===== config.mk =====
export PLATFORM = sky130hd
export DESIGN_NAME = leer_fecha
export DESIGN_NICKNAME = d
export VERILOG_FILES = /design/src/rtl/leer_fecha.sv
export SDC_FILE = /design/constraint.sdc
export NUM_CORES = 1
export LEC_CHECK = 0
export BUFFER_PORTS_ARGS = -buffer_cell sky130_fd_sc_hd__buf_2
export CAP_MARGIN = 0
export CORE_ASPECT_RATIO = 1.1
export CORE_MARGIN = 2
export CORE_UTILIZATION = 60
export DETAILED_ROUTE_END_ITERATION = 10
export PLACE_DENSITY = 0.82
export SLEW_MARGIN = 10
export SYNTH_ARGS = -nofsm -noshare
export SYNTH_HDL_FRONTEND = slang
export SYNTH_SLANG_ARGS = --single-unit

===== constraint.sdc =====
create_clock -name clk -period 4.6 [get_ports clk]
set_input_delay 1.38 -clock clk [delete_from_list [all_inputs] [get_ports clk]]
set_output_delay 1.38 -clock clk [all_outputs]
set_load 0.1 [all_outputs]

===== src/rtl/leer_fecha.sv =====
// leer_fecha: reads day, month, year and weekday from the RTC (addresses 24h..27h)
// through the bus controller and publishes them together as one coherent date.
// Optional build macro LEER_FECHA_BCD_CHECK_EN rejects captured bytes whose
// nibbles are not both in 0..9.
//
// state        | meaning
// ESPERA       | idle, waiting for inicio
// PEDIR        | presenting address, waiting for the bus (siga=0) to strobe
// ESPERAR_DATO | strobe issued, waiting for dato_ok or timeout
// FIN          | all four bytes captured, publish the date
module leer_fecha (
    input  logic       clk,
    input  logic       reset,
    input  logic       inicio,
    input  logic       siga,
    input  logic       dato_ok,
    input  logic [7:0] dato_rd,
    output logic [7:0] direc,
    output logic       flag_rtc,
    output logic       lea_escriba,
    output logic       leyendo,
    output logic [7:0] dia,
    output logic [7:0] mes,
    output logic [7:0] year,
    output logic [7:0] dia_semana,
    output logic       fecha_lista,
    output logic       error_rtc
);

    typedef enum logic [1:0] {
        ESPERA       = 2'd0,
        PEDIR        = 2'd1,
        ESPERAR_DATO = 2'd2,
        FIN          = 2'd3
    } estado_t;

    estado_t         estado_q, estado_d;
    logic [1:0]      idx_q, idx_d;
    logic [7:0]      cnt_q, cnt_d;
    logic [3:0][7:0] sombra_q, sombra_d;
    logic [3:0][7:0] fecha_q, fecha_d;
    logic            flag_q, flag_d;
    logic            lista_q, lista_d;
    logic            error_q, error_d;
    logic            dato_invalido;

`ifdef LEER_FECHA_BCD_CHECK_EN
    assign dato_invalido = (dato_rd[7:4] > 4'd9) || (dato_rd[3:0] > 4'd9);
`else
    assign dato_invalido = 1'b0;
`endif

    // State and datapath registers; reset abandons any transaction silently.
    always_ff @(posedge clk or posedge reset) begin
        if (reset) begin
            estado_q <= ESPERA;
            idx_q    <= 2'd0;
            cnt_q    <= 8'd0;
            sombra_q <= '0;
            fecha_q  <= '0;
            flag_q   <= 1'b0;
            lista_q  <= 1'b0;
            error_q  <= 1'b0;
        end else begin
            estado_q <= estado_d;
            idx_q    <= idx_d;
            cnt_q    <= cnt_d;
            sombra_q <= sombra_d;
            fecha_q  <= fecha_d;
            flag_q   <= flag_d;
            lista_q  <= lista_d;
            error_q  <= error_d;
        end
    end

    // Next-state logic; dato_ok wins over the timeout in the same cycle.
    always_comb begin
        estado_d = estado_q;
        idx_d    = idx_q;
        cnt_d    = cnt_q;
        sombra_d = sombra_q;
        fecha_d  = fecha_q;
        flag_d   = 1'b0;
        lista_d  = 1'b0;
        error_d  = 1'b0;
        case (estado_q)
            ESPERA: begin
                if (inicio) begin
                    idx_d    = 2'd0;
                    estado_d = PEDIR;
                end
            end
            PEDIR: begin
                if (!siga) begin
                    flag_d   = 1'b1;
                    cnt_d    = 8'd0;
                    estado_d = ESPERAR_DATO;
                end
            end
            ESPERAR_DATO: begin
                if (dato_ok) begin
                    if (dato_invalido) begin
                        error_d  = 1'b1;
                        sombra_d = '0;
                        estado_d = ESPERA;
                    end else begin
                        sombra_d[idx_q] = dato_rd;
                        if (idx_q == 2'd3) begin
                            estado_d = FIN;
                        end else begin
                            idx_d    = idx_q + 2'd1;
                            estado_d = PEDIR;
                        end
                    end
                end else if (cnt_q == 8'd255) begin
                    error_d  = 1'b1;
                    sombra_d = '0;
                    estado_d = ESPERA;
                end else begin
                    cnt_d = cnt_q + 8'd1;
                end
            end
            FIN: begin
                fecha_d  = sombra_q;
                lista_d  = 1'b1;
                estado_d = ESPERA;
            end
            default: estado_d = ESPERA;
        endcase
    end

    // Address is held from PEDIR entry through ESPERAR_DATO since idx only moves on exit.
    assign direc       = (estado_q == PEDIR || estado_q == ESPERAR_DATO) ? (8'h24 + {6'd0, idx_q}) : 8'h00;
    assign lea_escriba = !(estado_q == PEDIR || estado_q == ESPERAR_DATO);
    assign leyendo     = (estado_q != ESPERA);
    assign flag_rtc    = flag_q;
    assign fecha_lista = lista_q;
    assign error_rtc   = error_q;
    assign dia         = fecha_q[0];
    assign mes         = fecha_q[1];
    assign year        = fecha_q[2];
    assign dia_semana  = fecha_q[3];

endmodule


==> results of run 1 <==
[metrics by stage]
stage	area, um^2	util, %	setup TNS, ns	instances	setup WS [ns]
2_1_floorplan	3450	-	-0.500	263	-0.250
3_3_place_gp	3740	68.5	0	377	1.91
3_5_place_dp	3740	68.5	0	377	1.86
4_1_cts	3940	72.1	0	393	1.46
5_1_grt	3940	72.1	0	393	1.37
6_report	3940	72.1	0	393	1.49
[worst max-delay path, stage by stage, from the launching register on]
cell and delay (ns):
dfrtp_1 0.42, inv_1 0.10, ha_1 0.31, inv_1 0.06, nor2_1 0.07, buf_2 0.42
[worst max-delay path by stage]
stage               slack (ns)        start  cells after the start  endpoint
floorplan                -0.25  estado_q[0]                      4  direc[0]
global placement          1.91  estado_q[0]                      5  direc[0]
detailed placement        1.86  estado_q[0]                      5  direc[0]
CTS                       1.46  estado_q[0]                      5  direc[0]
global route              1.37  estado_q[0]                      5  direc[1]
finish                    1.49  estado_q[0]                      5  direc[0]
[registers in the layout, indices dropped and copies added, names as in the netlist]
name,cells
cnt_q,8
dia,8
sombra_q,32
mes,8
error_rtc,1
idx_q,2
dia_semana,8
flag_rtc,1
year,8
fecha_lista,1
estado_q,2
[cells in the mapped netlist (2+ instances only)]
cell      number  share of area (%)
nand4_1        2               0.36
dfrtp_1       79                 58
o21ai_0        4               0.58
and3_1         5               0.91
a21oi_1        4               0.58
buf_4          5                1.1
or4_1          3               0.66
a41oi_1        2               0.51
mux2_2        34                 11
clkbuf_1       4               0.44
ha_1           9                3.3
inv_1          9               0.98
nand2_1       10                1.1
nand3_1        3               0.44
and2_1         6                1.1
o31ai_1        2               0.44
nor3_1         2               0.29
o21ai_1        2               0.29
nand2b_1       4               0.73
nor2_1         7               0.76
nor2b_1        3               0.55
o21ai_4        4                1.9
a22o_1        37                9.4
buf_2          4               0.58
buf_1          4               0.44
[layout make-up]
class,instances,share of cell area [%]
Clock buffer,11,3.59
Clock inverter,5,1.43
Inverter,9,0.857
Multi-Input combinational cell,158,34.3
Sequential cell,79,50.2
Tap cell,75,2.38
Timing Repair Buffer,56,7.30
[cell families (layout without fill, tap and decap cells)]
| kind of cell | Yosys count | after routing | share of synthesized area (%) |
|---|---|---|---|
| adder cells (fa/ha/maj) | 9 | 9 | 3.28 |
| AO/OA/AOI/OAI | 61 | 61 | 15.7 |
| multiplexers | 35 | 35 | 11.5 |
| buffers and inverters | 26 | 81 | 3.53 |
| AND/OR/NAND/NOR | 49 | 49 | 8.41 |
| flip-flops | 79 | 79 | 57.5 |
| other | 1 | 4 | 0.109 |
[metal layers]
metal  vias to the layer above  routed length (um)  GRT usage (%)
met3                        10                 280           4.02
met5                         -                   0              0
met1                      1151                3010           31.2
met4                         0                 139           11.1
li1                       1064                   -              -
met2                        58                3270           37.0
==> impl_metrics.toml, run 1 <==
[synth]
syn_avg_cell_area_um2 = 13.2
ys_seq_elements = 79
ys.flop_type = "dfrtp_1"
synth_edf_count = 0
async_flop_share_pct = 100
ys_types = 37
postSynthCellCount = 260
yosysWarningCount = 0
netlist_area_um2 = 3440
ys_seq_area_share_pct = 57.5

[routing]
drtIter0Drc = 151
wire_per_inst_um = 17.0
viasPerCell = 5.81
routed_wl_um = 6690
num_vias = 2283
drt_pass1_iterations = 4
antenna_left = 0
drc = 0

[final_layout]
final_common_cell = "dfrtp_1"
mostFrequentLayoutCells = "dfrtp_1, buf_2, a22o_1"
drive_gt1_share_pct = 36.2
area_growth_pct = 14.6
multi_input_area_um2 = 1350
fill_cells = 396
final_nets = 335
regArea_um2 = 1980
n_antenna_cell = 0

[run]
drv_cap = 0

[worst_setup_path]
cp-end-kind = "output port"
startpoint_type = "flip-flop"
reg2regPathDepth = 6
cp.required_ns = 3.22
arrival_ns = 1.73
reg2reg_from = "estado_q[0]"
critPathKind = "reg2out"
timing.rr.end = "cnt_q[7]"
worstPathMaxFanout = 5
r2r_slack_ns = 2.12

[floorplanning]
core-area_um2 = 5470
io_pins = 58
fp.dieArea_um2 = 6350
fp.dieW_um = 76.2
die_h_um = 83.4
rows = 28
initial_core_util_pct = 62.9

[clock_tree]
clk_pin_slew_worst_paths_ns = 0.08
tritoncts = "built"
postCtsSetupRepairBufs = 0
clk_latency_ns = 0.35
numClockSinks = 79
htree_levels = 3
cts_made_buffers = 9
cts.repair.resized = 0
holdBufCountCts = 0
cts_buffer_depth = 2
clock-root-buffer = "clkbuf_8"

[min_path]
hold_path.class = "reg2reg"
worstHoldPathCells = 1
hold_end = "sombra_q[20]"
min_from = "sombra_q[20]"

[placed_design]
gp_congestion = 0.850
port_buffers = 53
hpwl_um = 4600

[global_routing]
antenna_found_initial = 0
grt-ovfl-total = 0
grt_max_degree = 34
grtUsageTotal_pct = 23.2
grt_pass1_vias = 2384
grt_pass1_wl_um = 11500

[sta]
finalSetupViolations = 0
fmax_mhz = 321
hold_violations = 0
max_slew_margin_pct = 42.1
fin_crit_sh_pct = 67.7
whs_ns = 0.501
drv_slew = 0
skew_ns = 0.0107
tightest_slew_ns = 0.868
grt_setup_unrepaired = "no"
period_needed_ns = 3.11

[outcome]
status = "complete, no violations"
Power of run 1 is left out: the tool's default activity adds up to more than one toggle a clock period on the data nets, which glitch-free logic cannot reach.
==> run 2: changes to the inputs <==
--- a/config.mk
+++ b/config.mk
@@ -5,13 +5,14 @@
 export SDC_FILE = /design/constraint.sdc
 export NUM_CORES = 1
 export LEC_CHECK = 0
+export ABC_AREA = 1
 export BUFFER_PORTS_ARGS = -buffer_cell sky130_fd_sc_hd__buf_2
 export CAP_MARGIN = 0
 export CORE_ASPECT_RATIO = 1.1
 export CORE_MARGIN = 2
-export CORE_UTILIZATION = 60
+export CORE_UTILIZATION = 51
 export DETAILED_ROUTE_END_ITERATION = 10
-export PLACE_DENSITY = 0.82
+export PLACE_DENSITY = 0.74
 export SLEW_MARGIN = 10
 export SYNTH_ARGS = -nofsm -noshare
 export SYNTH_HDL_FRONTEND = slang
==> constraint.sdc (replaced) <==
create_clock -name clk -period 2.7 [get_ports clk]
set_input_delay 0.81 -clock clk [delete_from_list [all_inputs] [get_ports clk]]
set_output_delay 0.81 -clock clk [all_outputs]
set_load 0.1 [all_outputs]
==> run 2 against run 1 <==
Sequential share of layout area decreased by 1.5 points. Global-route usage decreased by 3.5 points. Synthesized area increased by 3.9%. Largest cell class unchanged. Sequential cell count unchanged. Via count increased by 14%. Hold slack got worse by 0.044 ns. Synthesized cell count increased by 35%. Count of clock-buffer cells in the layout unchanged. Clock skew decreased by 0.0061 ns.
==> impl_metrics.toml, run 2 <==
[routing]
wire_per_inst_um = 14.7
drt_pass1_iterations = 4
num_vias = 2605
routed_wl_um = 7100
drc = 0
drtIter0Drc = 200
antenna_left = 0
viasPerCell = 5.39

[clock_tree]
holdBufCountCts = 0
clock-root-buffer = "clkbuf_8"
postCtsSetupRepairBufs = 0
clk_latency_ns = 0.34
tritoncts = "built"
numClockSinks = 79
htree_levels = 3
cts.repair.resized = 0
cts_buffer_depth = 2
cts_made_buffers = 9
clk_pin_slew_worst_paths_ns = 0.08

[sta]
hold_violations = 0
period_needed_ns = 2.55
skew_ns = 0.00452
grt_setup_unrepaired = "no"
fin_crit_sh_pct = 94.5
finalWorstSetupSlack_ns = 0.148
finalSetupViolations = 0
drv_slew = 0
tightest_slew_ns = 0.513
fmax_mhz = 392
max_slew_margin_pct = 65.8
setup_tns_ns = 0

[final_layout]
n_antenna_cell = 0
largest_reg_flops = 32
final_common_cell = "dfrtp_1"
area_growth_pct = 13.7
mostFrequentLayoutCells = "dfrtp_1, nand2_1, buf_2"
largest_register = "sombra_q"
drive_gt1_share_pct = 28.4
final_nets = 418

[worst_setup_path]
reg2reg_from = "estado_q[0]"
critPathKind = "reg2out"
cp_slowest_cell = "dfrtp_1"
path_buf_inv = 3
cpPeakStageDelay_ns = 0.41
cp-end-kind = "output port"
crit_start = "estado_q[1]"
worstPathCellList = "inv_1 -> ha_2 -> nand2_1 -> inv_1 -> buf_2"
cp.required_ns = 1.89
critPathMostFrequentCell = "inv_1"
critPathTopFamily = "buffers and inverters"
worstPathMaxFanout = 5
arrival_ns = 1.74
startpoint_type = "flip-flop"

[synth]
ys_types = 22
syn_avg_cell_area_um2 = 10.2
ys_seq_area_share_pct = 55.4
yosysWarningCount = 0
netlist_area_um2 = 3570
synth_edf_count = 0
async_flop_share_pct = 100
synth_common_cells = "dfrtp_1, nand2_1, nand3_1"
yosysMostFrequentCell = "dfrtp_1"
ys_seq_elements = 79
synth_area_leaders = "dfrtp_1, mux2_2, nand2_1, nand3_1, nand4_1"
ys.flop_type = "dfrtp_1"
synth_top_area_cell = "dfrtp_1"
postSynthCellCount = 351
synthDominantCellAreaShare_pct = 55.4

[floorplanning]
fp.dieW_um = 83.8
core-area_um2 = 6670
fp.dieArea_um2 = 7690
initial_core_util_pct = 53.5
die_h_um = 91.7
rows = 31
io_pins = 58

[min_path]
hold_path.class = "in2async"

[global_routing]
grt_pass1_vias = 2564
grt_max_degree = 63
grt_pass1_wl_um = 12200
grtUsageTotal_pct = 19.7
grt-ovfl-total = 0
antenna_found_initial = 0

[run]
drv_cap = 0

[outcome]
status = "complete, no violations"

[placed_design]
hpwl_um = 4990
gp_congestion = 0.826
place_ws_ns = 0.513
port_buffers = 53
[run 2: changes by cell type in the layout (fill, tap and decap cells not counted), sizes merged, moves of 4 or more]
cell	delta
a22o	-37
and2	-6
and3	-5
inv	+10
nand2	+69
nand2b	-4
nand3	+42
nand4	+29
[run 2: per-layer routing]
metal,track usage [%],up-vias,share of wire [%]
met5,0,-,0
met3,4.77,8,4.3
met2,32.1,70,51
li1,-,1272,-
met4,6.99,0,1.2
met1,25.9,1255,44
[run 2: cell families after synthesis]
group,after synthesis,synth area share (%)
AOI/OAI and AO/OA,17,2.45
adders and majority gates,9,3.15
buffers and inverters,47,6.62
DFF,79,55.4
muxes,32,10.1
other,1,0.105
and+or+nand+nor,166,22.2
[run 2: path summary, 6_finish.rpt]
kind,end,slack (ns),cells after the start
max reg2reg,sombra_q[30],0.73,6
min,dia_semana[2],0.46,2
max,direc[1],0.15,5
min reg2reg,sombra_q[20],0.50,2
min in group clk,sombra_q[20],0.50,2
max in group asynchronous,sombra_q[15],1.61,3
[run 2: layout make-up]
class / count / area (um^2)
clock buffers: 11 / 151
clock inverters: 5 / 56.3
fillers: 580 / 2610
inverters: 21 / 82.6
multi-input cells: 228 / 1370
flip-flops and latches: 79 / 1980
well taps: 82 / 103
repair buffers: 57 / 320
[run 2: worst reg2reg max path, stage by stage (launching register included)]
cell and delay (ns):
dfrtp_1 0.43, inv_1 0.11, ha_1 0.20, buf_4 0.43, nand3_4 0.41, nand3_1 0.22
nand2_1 0.07
[run 2: metrics by stage]
| stage | area, um^2 | std cells | util, % | hold WS [ns] |
|---|---|---|---|---|
| after floorplan | 3590 | 354 | - | 0.463 |
| after global placement | 3850 | 467 | 57.7 | 0.467 |
| after detailed placement | 3850 | 467 | 57.7 | 0.477 |
| after CTS | 4060 | 483 | 60.9 | 0.461 |
| after global routing | 4060 | 483 | 60.9 | 0.474 |
| final | 4060 | 483 | 60.9 | 0.457 |
Power of run 2 is left out for the same reason.
==> run 3: changes to the inputs <==
--- a/config.mk
+++ b/config.mk
@@ -10,9 +10,9 @@
 export CAP_MARGIN = 0
 export CORE_ASPECT_RATIO = 1.1
 export CORE_MARGIN = 2
-export CORE_UTILIZATION = 51
+export CORE_UTILIZATION = 47
 export DETAILED_ROUTE_END_ITERATION = 10
-export PLACE_DENSITY = 0.74
+export PLACE_DENSITY = 0.69
 export SLEW_MARGIN = 10
 export SYNTH_ARGS = -nofsm -noshare
 export SYNTH_HDL_FRONTEND = slang
==> run 3 against run 2 <==
Via count is 2.3% higher. Critical path type unchanged. Sequential share of layout area hardly changed. Highest routed layer unchanged. Largest cell class unchanged. Core utilization is 6.0 points lower. First-iteration DRC count is 4.5% lower. Wire length is 0.18% higher. Hold slack worse by 0.13 ns. Final cell count is 1.2% higher. Clock skew is 0.0028 ns higher. Setup slack better by 0.0030 ns.
==> impl_metrics.toml, run 3 (synthesized netlist as in run 2, its figures left out) <==
[routing]
maxUsedRoutingLayer = "met4"
drt_pass1_iterations = 5
wire_per_inst_um = 14.6
num_vias = 2666
drtIter0Drc = 191
routed_wl_um = 7120
met1_length_um = 3140
dr_wl_met3_um = 330
met2WireLength_um = 3530
viasPerCell = 5.45
drc = 0
antenna_left = 0

[floorplanning]
rows = 33
fp.dieArea_um2 = 8310
fp.dieW_um = 87.1
die_h_um = 95.4
core-area_um2 = 7390
io_pins = 58
initial_core_util_pct = 48.3

[outcome]
status = "complete, no violations"

[final_layout]
final_common_cell = "dfrtp_1"
drive_gt1_share_pct = 28.6
largest_register = "sombra_q"
regArea_um2 = 1980
mostFrequentLayoutCells = "dfrtp_1, nand2_1, buf_2"
largest_reg_flops = 32
area_growth_pct = 13.7
final_nets = 420
multi_input_area_um2 = 1370
n_antenna_cell = 0
stdcell_count = 489
fill_cells = 654
post-route-util_pct = 54.9

[global_routing]
grt_pass1_vias = 2537
grt_pass1_wl_um = 12200
grt-ovfl-total = 0
grtUsageTotal_pct = 19.0
antenna_found_initial = 0
grt_max_degree = 50

[placed_design]
port_buffers = 53
hpwl_um = 4960
dp.cells = 474
gp_congestion = 0.787
place_ws_ns = 0.513

[worst_setup_path]
startpoint_type = "flip-flop"
cp-end-kind = "output port"
cpPeakStageDelay_ns = 0.42
path_buf_inv = 3
arrival_ns = 1.74
cp.required_ns = 1.89
critPathMostFrequentCell = "inv_1"
cp_slowest_cell = "dfrtp_1"
critPathTopFamily = "buffers and inverters"
worstPathMaxFanout = 5
worstPathCellList = "inv_1 -> ha_2 -> nand2_1 -> inv_1 -> buf_2"
critPathKind = "reg2out"

[clock_tree]
numClockSinks = 79
holdBufCountCts = 0
htree_levels = 3
cts.repair.resized = 0
tritoncts = "built"
postCtsSetupRepairBufs = 0
clock-root-buffer = "clkbuf_8"
clk_pin_slew_worst_paths_ns = 0.08
clk_latency_ns = 0.35
cts_made_buffers = 9
cts_buffer_depth = 2

[sta]
fin_crit_sh_pct = 94.4
finalWorstSetupSlack_ns = 0.151
drv_slew = 0
setup_tns_ns = 0
hold_violations = 0
fmax_mhz = 392
finalSetupViolations = 0
period_needed_ns = 2.55
grt_setup_unrepaired = "no"
skew_ns = 0.00731

[min_path]
hold_path.class = "in2async"

[run]
drv_cap = 0
run 3: cell types whose count changed in the layout (fill, tap and decap cells not counted), sizes merged:
cell,previous run,this run
buf,57,59
clkinv,3,2
clkinvlp,2,3
clkbuf,11,10
run 3: final timing paths:
path	to	start	slack, ns	cells after the start
max reg2reg	sombra_q[16]	estado_q[0]	0.75	6
min in group clk	dia[0]	dia[0]	0.49	1
max	direc[0]	estado_q[0]	0.15	5
min	dia_semana[3]	reset	0.32	2
max in group asynchronous	year[6]	reset	1.82	3
min reg2reg	dia[0]	dia[0]	0.49	1
run 3: final cells by class:
| type | count | share of cell area [%] |
|---|---|---|
| timing repair buffer | 59 | 7.96 |
| sequential | 79 | 48.7 |
| tap | 87 | 2.68 |
| multi-input combinational | 228 | 33.8 |
| clock buffer | 10 | 3.39 |
| inverter | 21 | 2.04 |
| clock inverter | 5 | 1.45 |
run 3: worst register-to-register path: stages, from the launching register on:
cell	delay (ns)
dfrtp_1	0.43
inv_1	0.11
ha_1	0.20
buf_4	0.42
nand3_4	0.41
nand3_1	0.21
nand2_1	0.07
run 3: through the flow:
step	cell area (um^2)	hold slack, ns
finish	4060	0.322
CTS	4060	0.311
detailed placement	3860	0.475
global route	4060	0.315
floorplan	3590	0.463
global placement	3860	0.471
run 3: layer usage:
layer,vias up,track usage (%)
met2,64,30.3
met3,11,4.33
li1,1284,-
met4,0,8.46
met1,1307,24.8
met5,-,0
Power of run 3 is left out for the same reason.
